File: src/rtl/pipe_stage_reg.sv
// Pipeline stage register with valid/ready handshake, optional 2-entry skid
// buffer, flush squash and NOP bubble insertion on the outputs.
module pipe_stage_reg #(
  parameter int unsigned       INST_W   = 32,
  parameter int unsigned       DATA_W   = 128,
  parameter logic [INST_W-1:0] NOP_INST = 32'h00000020,
  parameter bit                SKID     = 1'b1
) (
  input  logic              clk,
  input  logic              rst,
  input  logic              in_valid,
  output logic              in_ready,
  input  logic [INST_W-1:0] in_inst,
  input  logic [DATA_W-1:0] in_data,
  input  logic              flush,
  output logic              out_valid,
  input  logic              out_ready,
  output logic [INST_W-1:0] out_inst,
  output logic [DATA_W-1:0] out_data,
  output logic [1:0]        occupancy
);

  logic              r_mainValid;
  logic [INST_W-1:0] r_mainInst;
  logic [DATA_W-1:0] r_mainData;
  logic              r_skidValid;
  logic [INST_W-1:0] r_skidInst;
  logic [DATA_W-1:0] r_skidData;
  logic              r_inReady;
  logic [1:0]        r_occ;

  logic              w_inReady;
  logic              w_accept;
  logic              w_retire;
  logic              w_mainValidNxt;
  logic [INST_W-1:0] w_mainInstNxt;
  logic [DATA_W-1:0] w_mainDataNxt;
  logic              w_skidValidNxt;
  logic [INST_W-1:0] w_skidInstNxt;
  logic [DATA_W-1:0] w_skidDataNxt;
  logic [1:0]        w_occNxt;

  // The stored ready flag is reset to 1, so it is masked while rst is held.
  always_comb begin
    if (SKID) begin
      w_inReady = r_inReady && !rst;
    end else begin
      w_inReady = (!r_mainValid || out_ready) && !rst;
    end
  end

  assign w_accept = in_valid && w_inReady;
  assign w_retire = r_mainValid && out_ready;

  // Empty slots are always loaded with the bubble so the outputs need no muxing.
  always_comb begin
    w_mainValidNxt = r_mainValid;
    w_mainInstNxt  = r_mainInst;
    w_mainDataNxt  = r_mainData;
    w_skidValidNxt = r_skidValid;
    w_skidInstNxt  = r_skidInst;
    w_skidDataNxt  = r_skidData;

    if (w_retire || !r_mainValid) begin
      if (SKID && r_skidValid) begin
        w_mainValidNxt = 1'b1;
        w_mainInstNxt  = r_skidInst;
        w_mainDataNxt  = r_skidData;
        w_skidValidNxt = 1'b0;
        w_skidInstNxt  = NOP_INST;
        w_skidDataNxt  = '0;
      end else if (w_accept) begin
        w_mainValidNxt = 1'b1;
        w_mainInstNxt  = in_inst;
        w_mainDataNxt  = in_data;
      end else begin
        w_mainValidNxt = 1'b0;
        w_mainInstNxt  = NOP_INST;
        w_mainDataNxt  = '0;
      end
    end else if (SKID && w_accept) begin
      w_skidValidNxt = 1'b1;
      w_skidInstNxt  = in_inst;
      w_skidDataNxt  = in_data;
    end

    if (flush) begin
      w_mainValidNxt = 1'b0;
      w_mainInstNxt  = NOP_INST;
      w_mainDataNxt  = '0;
      w_skidValidNxt = 1'b0;
      w_skidInstNxt  = NOP_INST;
      w_skidDataNxt  = '0;
    end

    w_occNxt = {1'b0, w_mainValidNxt} + {1'b0, w_skidValidNxt};
  end

  always_ff @(posedge clk) begin
    if (rst) begin
      r_mainValid <= 1'b0;
      r_mainInst  <= NOP_INST;
      r_mainData  <= '0;
      r_skidValid <= 1'b0;
      r_skidInst  <= NOP_INST;
      r_skidData  <= '0;
      r_inReady   <= 1'b1;
      r_occ       <= 2'd0;
    end else begin
      r_mainValid <= w_mainValidNxt;
      r_mainInst  <= w_mainInstNxt;
      r_mainData  <= w_mainDataNxt;
      r_skidValid <= w_skidValidNxt;
      r_skidInst  <= w_skidInstNxt;
      r_skidData  <= w_skidDataNxt;
      r_inReady   <= !w_skidValidNxt;
      r_occ       <= w_occNxt;
    end
  end

  assign in_ready  = w_inReady;
  assign out_valid = r_mainValid;
  assign out_inst  = r_mainInst;
  assign out_data  = r_mainData;
  assign occupancy = r_occ;

endmodule

File: config.mk
export PLATFORM = sky130hd
export DESIGN_NAME = pipe_stage_reg
export DESIGN_NICKNAME = d
export VERILOG_FILES = /design/src/rtl/pipe_stage_reg.sv
export SDC_FILE = /design/constraint.sdc
export NUM_CORES = 1
export LEC_CHECK = 0
export CAP_MARGIN = 0
export CORE_ASPECT_RATIO = 0.9
export CORE_MARGIN = 5
export CORE_UTILIZATION = 50
export CTS_CLUSTER_SIZE = 20
export DETAILED_ROUTE_END_ITERATION = 12
export GPL_TIMING_DRIVEN = 0
export HOLD_SLACK_MARGIN = 0.1
export PLACE_DENSITY = 0.94
export SYNTH_ARGS = -nofsm -noshare
export SYNTH_HDL_FRONTEND = slang
export SYNTH_SLANG_ARGS = --single-unit
File: constraint.sdc
create_clock -name clk -period 3 [get_ports clk]
set_input_delay 0.9 -clock clk [delete_from_list [all_inputs] [get_ports clk]]
set_output_delay 0.9 -clock clk [all_outputs]
set_load 0.02 [all_outputs]
# [Word level (Yosys, flattened, before mapping)]
# Cells that the tools add are included.
[classes] addsub=1 n_eq_ne=1 muxes=17 reduce_logical=10
[ops] operator="2-to-1 mux 128 bit" n=5
[ops] operator="2-to-1 mux 32 bit" n=5
[ops] operator="2-to-1 mux 1 bit" n=7
[ops] operator="logical AND 1 bit" n=3
[ops] operator="logical NOT 1 bit" n=3
[ops] operator="adder 1 x 1 -> 2 bit" n=1
[ops] operator="!= test 2 bit, second input constant" n=1
[ops] operator="AND reduction 2 bit" n=1
[ops] operator="nonzero test 2 bit" n=1
[ops] operator="OR reduction 2 bit" n=1
[ops] operator="logical OR 1 bit" n=1
[totals] register_bits=325 inputBits=165 output_inout_bits=164 wordCells=37

# [Depth between registers and ports, before layout]
# Gate-level depths: netlist of run 1.
[depth] word_depth=8 ltp_mapped=7 ltp_nobuf=5

# [Worst setup path after synthesis of run 1]
# Ideal clock, no wire load.
[synth_timing] kind="input-to-reg" from="input rst" to="register r_skidData[100]" setup_time_ns=0.117 arrival_time_ns=2.172 required_time_ns=2.883 path_slack_ns=0.710 cell_stages=5 path_buffers=2 path_cell_list="nor2b_1 nand3_1 buf_2 buf_2 a32o_1"
[synth_between] elab_chain_cells=5 word_cells_on_any_way=6 classes_between="6 x reduce/logical"
[synth_lines] item="start, declared" line="10" text="input logic rst,"
[synth_lines] item="logical NOT 1 bit"
[synth_lines] item="logical AND 1 bit" line="46" text="w_inReady = r_inReady && !rst;"
[synth_lines] item="logical AND 1 bit" line="52" text="assign w_accept = in_valid && w_inReady;"
[synth_lines] item="nonzero test 2 bit (no line)"
[synth_lines] item="AND reduction 2 bit (no line)"
[synth_lines] item="end signal, assigned" line="115" text="r_skidData <= w_skidDataNxt;"
[synth_lines] item="end, declared" line="28" text="logic [DATA_W-1:0] r_skidData;"
# Several ways; a longest one is shown, not always the timed one.
# A chain may end at the register's enable or synchronous reset.

# [Final worst setup path of run 1]
[layout_timing] from="input rst" to="output in_ready"
[layout_between] elab_chain_cells=2
[layout_lines] item="logical NOT 1 bit"
[layout_lines] item="logical AND 1 bit" line="46"
[layout_lines] item="end, declared" line="12" text="output logic in_ready,"
# No other way between the ends.

==> results of run 1 <==
-- cell usage after synthesis, types with 2 or more instances --
library cell  count  area, um2
dfxtp_1         325       6510
nor2_1          161        604
nor3_1          160        801
a32o_1          157       1570
a221oi_1        150       1310
clkbuf_1         68        255
buf_2            61        305
a221oi_2         10        150
buf_1             9       33.8
buf_4             5       37.5
inv_1             4       15.0
nor2b_1           4       25.0
a21oi_1           3       15.0
a211oi_1          2       15.0
a22o_1            2       17.5
nand2_1           2       7.51
-- how the worst max path moves through the flow --
| stage | slack (ns) | to | from | cells past startpoint |
|---|---|---|---|---|
| after CTS | 0.03 | in_ready | rst | 3 |
| after floorplan | 0.71 | r_skidData[100] | rst | 5 |
| final | 0.07 | in_ready | rst | 3 |
| after global routing | 0.02 | in_ready | rst | 3 |
| after global placement | -0.40 | occupancy[0] | out_ready | 8 |
| after detailed placement | -0.41 | occupancy[0] | out_ready | 8 |
-- power by group through the flow --
stage          combinational [mW]  sequential [mW]  clock, mW
2_1_floorplan               0.307             4.58          0
3_5_place_dp                0.858             4.52          0
3_3_place_gp                0.840             4.51          0
5_1_grt                     0.935             4.43       4.32
6_report                    0.878             4.42       4.08
4_1_cts                     0.868             4.42       4.11
-- per-stage QoR --
| stage | power, mW | setup WS [ns] | hold slack, ns | cells | area [um2] |
|---|---|---|---|---|---|
| after floorplan | 4.89 | 0.710 | 0.454 | 1135 | 11800 |
| after global placement | 5.35 | -0.396 | 0.448 | 1765 | 15400 |
| after detailed placement | 5.37 | -0.409 | 0.478 | 1765 | 15400 |
| after CTS | 9.40 | 0.0271 | 0.488 | 1825 | 16500 |
| after global routing | 9.68 | 0.0238 | 0.507 | 1828 | 16500 |
| final | 9.38 | 0.0738 | 0.488 | 1828 | 16500 |
-- cell families (layout without fill, tap and decap cells) --
group / count (synthesis) / in the layout / share of synthesized area, %
flip-flops: 325 / 325 / 55.2
adder cells (fa/ha/maj): 1 / 1 / 0.106
other: 0 / 3 / 0
AO/OA/AOI/OAI: 329 / 329 / 26.5
buffers and inverters: 147 / 535 / 5.49
AND/OR/NAND/NOR: 333 / 333 / 12.7
-- final cells by class --
type,count,share of cell area (%)
Clock buffer,50,6.06
Buffer,143,3.83
Antenna cell,3,0.0454
Sequential cell,325,39.3
Inverter,4,0.0908
Multi-Input combinational cell,663,28.0
Clock inverter,10,0.492
Tap cell,302,2.29
Timing Repair Buffer,328,19.8
-- sequential cells by signal (all words and copies together) (netlist names) --
name         cells
out_inst        32
r_inReady        1
r_skidData     128
r_skidInst      32
out_valid        1
out_data       128
r_skidValid      1
occupancy        2
-- tightest hold or removal path: cells and delay by family (launching register included) --
| kind | cells | cell delay [ns] |
|---|---|---|
| DFF | 1 | 0.30 |
| AOI/OAI and AO/OA | 1 | 0.08 |
| buffers and inverters | 1 | 0.06 |
-- layer usage --
layer / up-vias / global-route usage [%] / part of all wire, %
li1: 5216 / - / -
met1: 5615 / 36.3 / 38
met2: 669 / 46.5 / 47
met3: 138 / 8.08 / 10
met4: 4 / 13.5 / 4.9
met5: - / 0 / 0.074
-- timing repair --
| action | CTS | global route |
|---|---|---|
| setup endpoints to repair | 1 | 2 |
| gates resized for setup | 1 | 2 |
| pin swaps | 0 | 0 |
| setup buffers | 0 | 0 |
==> results.sh, run 1 <==
export IMPL_outcome="finished clean"
export IMPL_layout_cells_most_common="clkdlybuf4s50_1"
export IMPL_worstSetupPathType="in2out"
export IMPL_power_frac_seq_pct=47.1
export IMPL_numClockSinks=325
export IMPL_worst_skew_pair_late_latency_ns=0.50
export IMPL_power_report_internal_total_mw=7.21
export IMPL_core_area_um2=23300
export IMPL_max_slew_worst_pin_slew_ns=0.782
export IMPL_static_leakage_power_nw=6.06
export IMPL_yosys_warnings=0
export IMPL_timing_critical_path_slowest_stage_cell="clkdlybuf4s50_1"
export IMPL_worstHoldPathType="reg2reg"
export IMPL_finalSetupViolations=0
export IMPL_timing_reg2reg_setup_slack_ns=0.63
export IMPL_worst_path_cell_chain="clkdlybuf4s50_1, nor2b_2, dlygate4sd2_1"
export IMPL_critical_path_top_delay_family="buffers and inverters"
export IMPL_hold_path_depth=2
export IMPL_synth_cell_area_um2=11800
export IMPL_regToRegStartpoint="r_skidValid"
export IMPL_max_clock_freq_ghz=0.342
export IMPL_path_buf_inv=2
export IMPL_worst_ep_required_time_ns=2.10
export IMPL_synthDistinctLibCells=28
export IMPL_skew_final_ns=0.0117
export IMPL_wl_per_cell_um=22.1
export IMPL_final_cell_mix="clkdlybuf4s50_1, dfxtp_1, nor2_1"
export IMPL_worst_r2r_path_cells=7
export IMPL_timing_hold_worst_endpoint="r_skidInst[5]"
export IMPL_first_pass_iters=6
export IMPL_postLayoutCoreUtil_pct=71.0
export IMPL_p_clk_share_pct=43.5
export IMPL_tritoncts="done"
export IMPL_ctsHtreeMaxLevel=2
export IMPL_post_route_cells_drive_above_1_share_pct=8.73
export IMPL_clock_tree_buffer_depth=3
export IMPL_initial_utilization_pct=50.6
export IMPL_synth_async_reset_ratio_pct=0
export IMPL_power_per_cell_area_nw_per_um2=567
export IMPL_floorplan_die_width_um=172
export IMPL_seq_area_frac_synth_pct=55.2
export IMPL_synthFlopType="dfxtp_1"
export IMPL_switchingPower_mw=2.17
export IMPL_placementRows=53
export IMPL_route_final_wire_length_mm=40.4
export IMPL_final_hold_violation_count=0
export IMPL_crit_arrival_ns=2.03
export IMPL_switching_share_of_power_pct=23.2
export IMPL_pin_count=329
export IMPL_max_slew_margin_rel_pct=47.9
export IMPL_register_area_um2=6510
export IMPL_grt_antenna_before_repair=5
export IMPL_die_h_um=156
export IMPL_synth_net_count=1301
export IMPL_peakVddDrop_mv=0.472
export IMPL_vias_cell=6.37
export IMPL_multi_input_logic_area_um2=4630
export IMPL_place_gp_congestion=0.868
export IMPL_pin_count_of_the_biggest_net_entering_global_routing=14
export IMPL_global_route_wire_length_before_repair_mm=62.4
export IMPL_grt_usage_pct=28.9
export IMPL_synth_avg_cell_area_um2=10.4
export IMPL_timing_max_transition_violations_final=0
export IMPL_synth_enable_flop_cells=0
export IMPL_critical_path_max_stage_delay_ns=0.51
export IMPL_total_of_flip_flops_plus_latches_after_synthesis=325
export IMPL_route_vias_total=11642
export IMPL_finalWorstPathRequiredPeriod_ns=2.93
export IMPL_detailed_place_hpwl_mm=28.4
export IMPL_fillCellCount=1635
export IMPL_power_share_combinational_pct=9.4
export IMPL_timing_setup_tns_ns=0
export IMPL_timing_rr_end="occupancy[0]"
export IMPL_layout_nets=1665
export IMPL_crit_fanout=5
export IMPL_postCtsHoldBufs=0
export IMPL_hold_start="r_skidInst[5]"
export IMPL_rsz0062_at_grt="false"
export IMPL_timing_final_crit_share_pct=97.5
export IMPL_cp_start_kind="input port"
export IMPL_clk_root_buffer_cell="clkbuf_16"
export IMPL_cts_inserted_buffers=34
export IMPL_syn_instance_count=1135
export IMPL_number_of_global_route_vias_before_repair=11407
export IMPL_drc_errors=0
export IMPL_io_buffer_count=328
export IMPL_route_antenna_remaining_nets=0
export IMPL_clkSlewWorstSetupHoldPaths_ns=0.06
export IMPL_detailedRoute_firstIterationViolations=1376
export IMPL_die_area_um2=26700
export IMPL_maxCapViolCount=0
export IMPL_area_delta_synth_final_pct=40.4
export IMPL_globalRouteOverflowTotal=0
export IMPL_critical_path_endpoint_type="output pin"
Power figures use the tool's default switching activity.
==> inputs of run 2 (changes only) <==
Settings changed: DONT_BUFFER_PORTS set to 1, PLACE_DENSITY 0.94 to 0.76.
==> run 2 against run 1 <==
  * Sequential share of layout area increased by 9.8 points
  * Worst hold slack lost 0.081 ns
  * Cell count fell by 18%
  * Final area fell by 20%
  * First-iteration DRC count is 11% lower
  * Clock power shrank 1%
  * Global-route usage decreased by 3.6 points
  * Via count decreased by 14%
  * Flip-flop and latch count did not move
  * Worst setup slack better by 0.39 ns
==> results.sh, run 2 (same netlist as run 1, synthesis figures left out) <==
export IMPL_pin_count=329
export IMPL_outcome="finished clean"
export IMPL_skew_final_ns=0.00864
export IMPL_placementRows=53
export IMPL_static_leakage_power_nw=4.84
export IMPL_hold_start="rst"
export IMPL_max_slew_margin_rel_pct=39.3
export IMPL_route_final_wire_length_mm=36.0
export IMPL_cts_post_setup_buffers_inserted=0
export IMPL_postCtsHoldBufs=0
export IMPL_worstSetupPathType="reg2reg"
export IMPL_final_cell_count_no_fill=1495
export IMPL_power_per_cell_area_nw_per_um2=676
export IMPL_first_pass_iters=5
export IMPL_timing_max_transition_violations_final=0
export IMPL_detailedRoute_firstIterationViolations=1230
export IMPL_ctsHtreeMaxLevel=1
export IMPL_timing_final_crit_share_pct=84.6
export IMPL_clock_tree_buffer_depth=3
export IMPL_floorplan_die_width_um=172
export IMPL_detailed_place_hpwl_mm=25.8
export IMPL_cts_resized_gates=0
export IMPL_place_gp_congestion=0.839
export IMPL_wl_per_cell_um=24.1
export IMPL_timing_rr_end="r_skidData[63]"
export IMPL_worstHoldPathType="in2reg"
export IMPL_diodes=0
export IMPL_clk_root_buffer_cell="clkbuf_16"
export IMPL_global_route_wire_length_before_repair_mm=54.5
export IMPL_layout_nets=1334
export IMPL_timing_reg2reg_setup_slack_ns=0.46
export IMPL_critical_path_endpoint_type="register"
export IMPL_die_h_um=156
export IMPL_grt_antenna_before_repair=0
export IMPL_route_antenna_remaining_nets=0
export IMPL_post_route_cells_drive_above_1_share_pct=11.3
export IMPL_finalSetupViolations=0
export IMPL_drc_errors=0
export IMPL_finalWorstPathRequiredPeriod_ns=2.54
export IMPL_io_buffer_count=0
export IMPL_area_delta_synth_final_pct=12.3
export IMPL_worst_ep_required_time_ns=3.44
export IMPL_max_slew_worst_pin_slew_ns=0.911
export IMPL_final_hold_violation_count=0
export IMPL_hold_path_depth=1
export IMPL_globalRouteOverflowTotal=0
export IMPL_numClockSinks=325
export IMPL_max_clock_freq_ghz=0.394
export IMPL_crit_arrival_ns=2.98
export IMPL_cell_count_after_placement=1437
export IMPL_initial_utilization_pct=50.6
export IMPL_rsz0062_at_grt="false"
export IMPL_timing_setup_tns_ns=0
export IMPL_regToRegStartpoint="r_inReady"
export IMPL_core_area_um2=23300
export IMPL_crit_fanout=10
export IMPL_placement_cell_area_um2=12200
export IMPL_die_area_um2=26700
export IMPL_tritoncts="done"
export IMPL_grt_usage_pct=25.3
export IMPL_final_cell_mix="dfxtp_1, nor2_1, nor3_1"
export IMPL_peakVddDrop_mv=0.486
export IMPL_route_vias_total=9960
export IMPL_fillCellCount=1988
export IMPL_cts_inserted_buffers=31
export IMPL_final_design_area_no_fill_um2=13200
export IMPL_number_of_global_route_vias_before_repair=9506
export IMPL_worst_r2r_path_cells=5
export IMPL_cp_start_kind="register"
export IMPL_vias_cell=6.66
export IMPL_layout_cells_most_common="dfxtp_1"
export IMPL_timing_hold_worst_endpoint="occupancy[0]"
export IMPL_maxCapViolCount=0
export IMPL_worst_skew_pair_late_latency_ns=0.56
export IMPL_pin_count_of_the_biggest_net_entering_global_routing=16
export IMPL_clkSlewWorstSetupHoldPaths_ns=0.06
run 2: cell count changes in the layout (fill, tap and decap cells not counted), sizes merged:
cell	change
bufinv	+2
clkinvlp	+1
diode	-3
buf	+1
clkinv	+3
clkdlybuf4s50	-327
clkbuf	-10
dlygate4sd2	-1
inv	+1
run 2: per-layer routing:
layer	vias to the layer above	wire length (um)	GRT usage [%]
met3	86	4460	9.22
met4	0	1210	8.16
met5	-	0	0
met2	520	16500	40.7
li1	4534	-	-
met1	4820	13800	31.9
run 2: cell type report:
cell class | instances | area, um2 | share of cell area [%]
Buffer | 143 | 632 | 4.78
Clock buffer | 41 | 893 | 6.75
Clock inverter | 17 | 176 | 1.33
Inverter | 4 | 15.0 | 0.114
Multi-Input combinational cell | 663 | 4630 | 35.0
Sequential cell | 325 | 6510 | 49.2
Tap cell | 302 | 378 | 2.86
run 2: how the worst max path moves through the flow:
| stage | end | slack, ns | startpoint |
|---|---|---|---|
| floorplan | r_skidData[100] | 0.71 | rst |
| global placement | r_skidData[64] | -0.02 | rst |
| detailed placement | r_skidData[62] | -0.02 | rst |
| CTS | occupancy[0] | 0.46 | out_valid |
| global route | occupancy[0] | 0.35 | out_valid |
| finish | r_skidData[63] | 0.46 | r_inReady |
run 2: where the power goes:
| part | switching, mW | internal (mW) | total [mW] |
|---|---|---|---|
| clock | 1.67 | 2.35 | 4.02 |
| combinational | 0.271 | 0.144 | 0.415 |
| sequential | 0.120 | 4.38 | 4.50 |
| total | 2.06 | 6.88 | 8.94 |
run 2: per-stage QoR:
| step | total power, mW | setup WS (ns) | util (%) | hold slack (ns) |
|---|---|---|---|---|
| after floorplan | 4.89 | 0.710 | - | 0.454 |
| after global placement | 5.00 | -0.0173 | 52.2 | 0.466 |
| after detailed placement | 5.01 | -0.0242 | 52.2 | 0.472 |
| after CTS | 8.99 | 0.455 | 56.8 | 0.387 |
| after global routing | 9.26 | 0.351 | 56.8 | 0.392 |
| final | 8.94 | 0.461 | 56.8 | 0.407 |
run 2: critical path: stages (launching register included):
cell and delay (ns):
dfxtp_1 0.35, nor2b_1 0.62, nand3_1 0.54, buf_2 0.40, buf_2 0.25, a32o_1 0.27
==> inputs of run 3 (changes only) <==
Settings changed: PLACE_DENSITY 0.76 to 0.79.
Clock period 3 ns to 2.1 ns, I/O delays scaled along.
==> run 3 against run 2 <==
  * First-iteration DRC count down 8.7%
  * Largest power group unchanged
  * Die area is the same
  * Sequential power is 43% higher
  * Cell count did not move
  * Via count rose by 1.1%
==> results.sh, run 3 (same netlist as run 1, synthesis figures left out) <==
export IMPL_outcome="finished clean"
export IMPL_diodes=0
export IMPL_global_route_usage_met3_pct=10.2
export IMPL_timing_setup_tns_ns=0
export IMPL_first_pass_iters=6
export IMPL_rsz0062_at_grt="false"
export IMPL_fillCellCount=1996
export IMPL_postCtsHoldBufs=0
export IMPL_pin_count_of_the_biggest_net_entering_global_routing=14
export IMPL_core_area_um2=23300
export IMPL_grt_antenna_before_repair=0
export IMPL_vias_cell=6.74
export IMPL_detailedRoute_firstIterationViolations=1123
export IMPL_cp_start_kind="register"
export IMPL_die_area_um2=26700
export IMPL_number_of_global_route_vias_before_repair=9518
export IMPL_power_per_cell_area_nw_per_um2=984
export IMPL_timing_max_transition_violations_final=0
export IMPL_worst_skew_pair_late_latency_ns=0.51
export IMPL_finalWorstPathRequiredPeriod_ns=1.98
export IMPL_max_slew_worst_pin_slew_ns=0.909
export IMPL_placementRows=53
export IMPL_busiest_layer="met2"
export IMPL_io_buffer_count=0
export IMPL_place_gp_congestion=0.882
export IMPL_cts_resized_gates=11
export IMPL_area_delta_synth_final_pct=13.1
export IMPL_peakVddDrop_mv=0.807
export IMPL_timing_final_crit_share_pct=94.3
export IMPL_grt_use_met1_pct=32.1
export IMPL_cts_post_setup_buffers_inserted=0
export IMPL_global_route_wire_length_before_repair_mm=54.8
export IMPL_ctsHtreeMaxLevel=2
export IMPL_multi_input_logic_area_um2=4640
export IMPL_globalRouteOverflowTotal=0
export IMPL_postLayoutCoreUtil_pct=57.2
export IMPL_worstSetupPathType="reg2reg"
export IMPL_clk_root_buffer_cell="clkbuf_16"
export IMPL_final_cell_mix="dfxtp_1, nor2_1, nor3_1"
export IMPL_crit_arrival_ns=2.36
export IMPL_post_layout_power_mw=13.1
export IMPL_grt_util_met2_pct=40.1
export IMPL_initial_utilization_pct=50.6
export IMPL_route_antenna_remaining_nets=0
export IMPL_finalWorstSetupSlack_ns=0.120
export IMPL_die_h_um=156
export IMPL_final_hold_violation_count=0
export IMPL_static_leakage_power_nw=4.91
export IMPL_floorplan_die_width_um=172
export IMPL_finalSetupViolations=0
export IMPL_max_clock_freq_ghz=0.505
export IMPL_grt_usage_pct=25.8
export IMPL_wl_per_cell_um=24.6
export IMPL_max_slew_margin_rel_pct=39.4
export IMPL_pin_count=329
export IMPL_layout_cells_most_common="dfxtp_1"
export IMPL_layout_nets=1336
export IMPL_route_vias_total=10070
export IMPL_crit_fanout=10
export IMPL_route_final_wire_length_mm=36.8
export IMPL_maxCapViolCount=0
export IMPL_cts_inserted_buffers=34
export IMPL_drc_errors=0
export IMPL_detailed_place_hpwl_mm=26.3
export IMPL_tritoncts="done"
export IMPL_numClockSinks=325
export IMPL_skew_final_ns=0.0147
export IMPL_clock_tree_buffer_depth=3
export IMPL_critical_path_endpoint_type="register"
export IMPL_place_worst_setup_slack_ns=-0.595
export IMPL_worst_ep_required_time_ns=2.48
export IMPL_clkSlewWorstSetupHoldPaths_ns=0.06
export IMPL_post_route_cells_drive_above_1_share_pct=11.9
export IMPL_register_area_um2=6510
export IMPL_worstHoldPathType="in2reg"
[run 3: cell count changes in the layout (fill, tap and decap cells not counted), moves of 2 or more]
cell	previous run	this run
clkbuf_2	0	9
buf_4	5	7
clkbuf_16	31	35
clkbuf_4	0	2
clkinv_2	9	3
buf_1	9	5
buf_2	61	58
clkinvlp_4	2	0
[run 3: worst paths after layout]
check | startpoint | to | slack (ns) | depth (start not counted)
worst max register to register | out_valid | r_skidInst[0] | 0.12 | 6
worst min register to register | r_skidData[13] | r_skidData[13] | 0.50 | 1
worst max-delay path | out_valid | r_skidInst[0] | 0.12 | 6
worst min-delay path | rst | occupancy[0] | 0.19 | 1
[run 3: power by group]
group	total (mW)	internal (mW)	switching, mW
clock	6.08	3.71	2.36
combinational	0.598	0.208	0.390
sequential	6.43	6.26	0.172
total	13.1	10.2	2.93
[run 3: area by class of cell]
type	count	share of cell area, %
multi-input cells	663	34.8
plain buffers	142	4.88
flip-flops and latches	325	48.8
inverters	4	0.113
clock inverters	7	0.855
well taps	302	2.84
clock buffers	52	7.65
[run 3: worst max-delay path: stages, from the launching register on]
cell and delay [ns]:
dfxtp_2 0.42, nor2b_1 0.15, clkbuf_4 0.25, nand3_2 0.23, buf_4 0.29, buf_2 0.23, a32o_1 0.28
[run 3: stage by stage]
step	instance area [um2]	hold WS, ns	instances
after floorplan	11800	0.454	1135
after global placement	12200	0.467	1437
after detailed placement	12200	0.482	1437
after CTS	13300	0.177	1496
after global routing	13300	0.182	1495
final	13300	0.192	1495
[run 3: routing by layer]
| metal | routed length [um] | share of wire (%) |
|---|---|---|
| met2 | 16600 | 45 |
| met1 | 13900 | 38 |
| met4 | 1600 | 4.3 |
| met5 | 0 | 0 |
| met3 | 4720 | 13 |
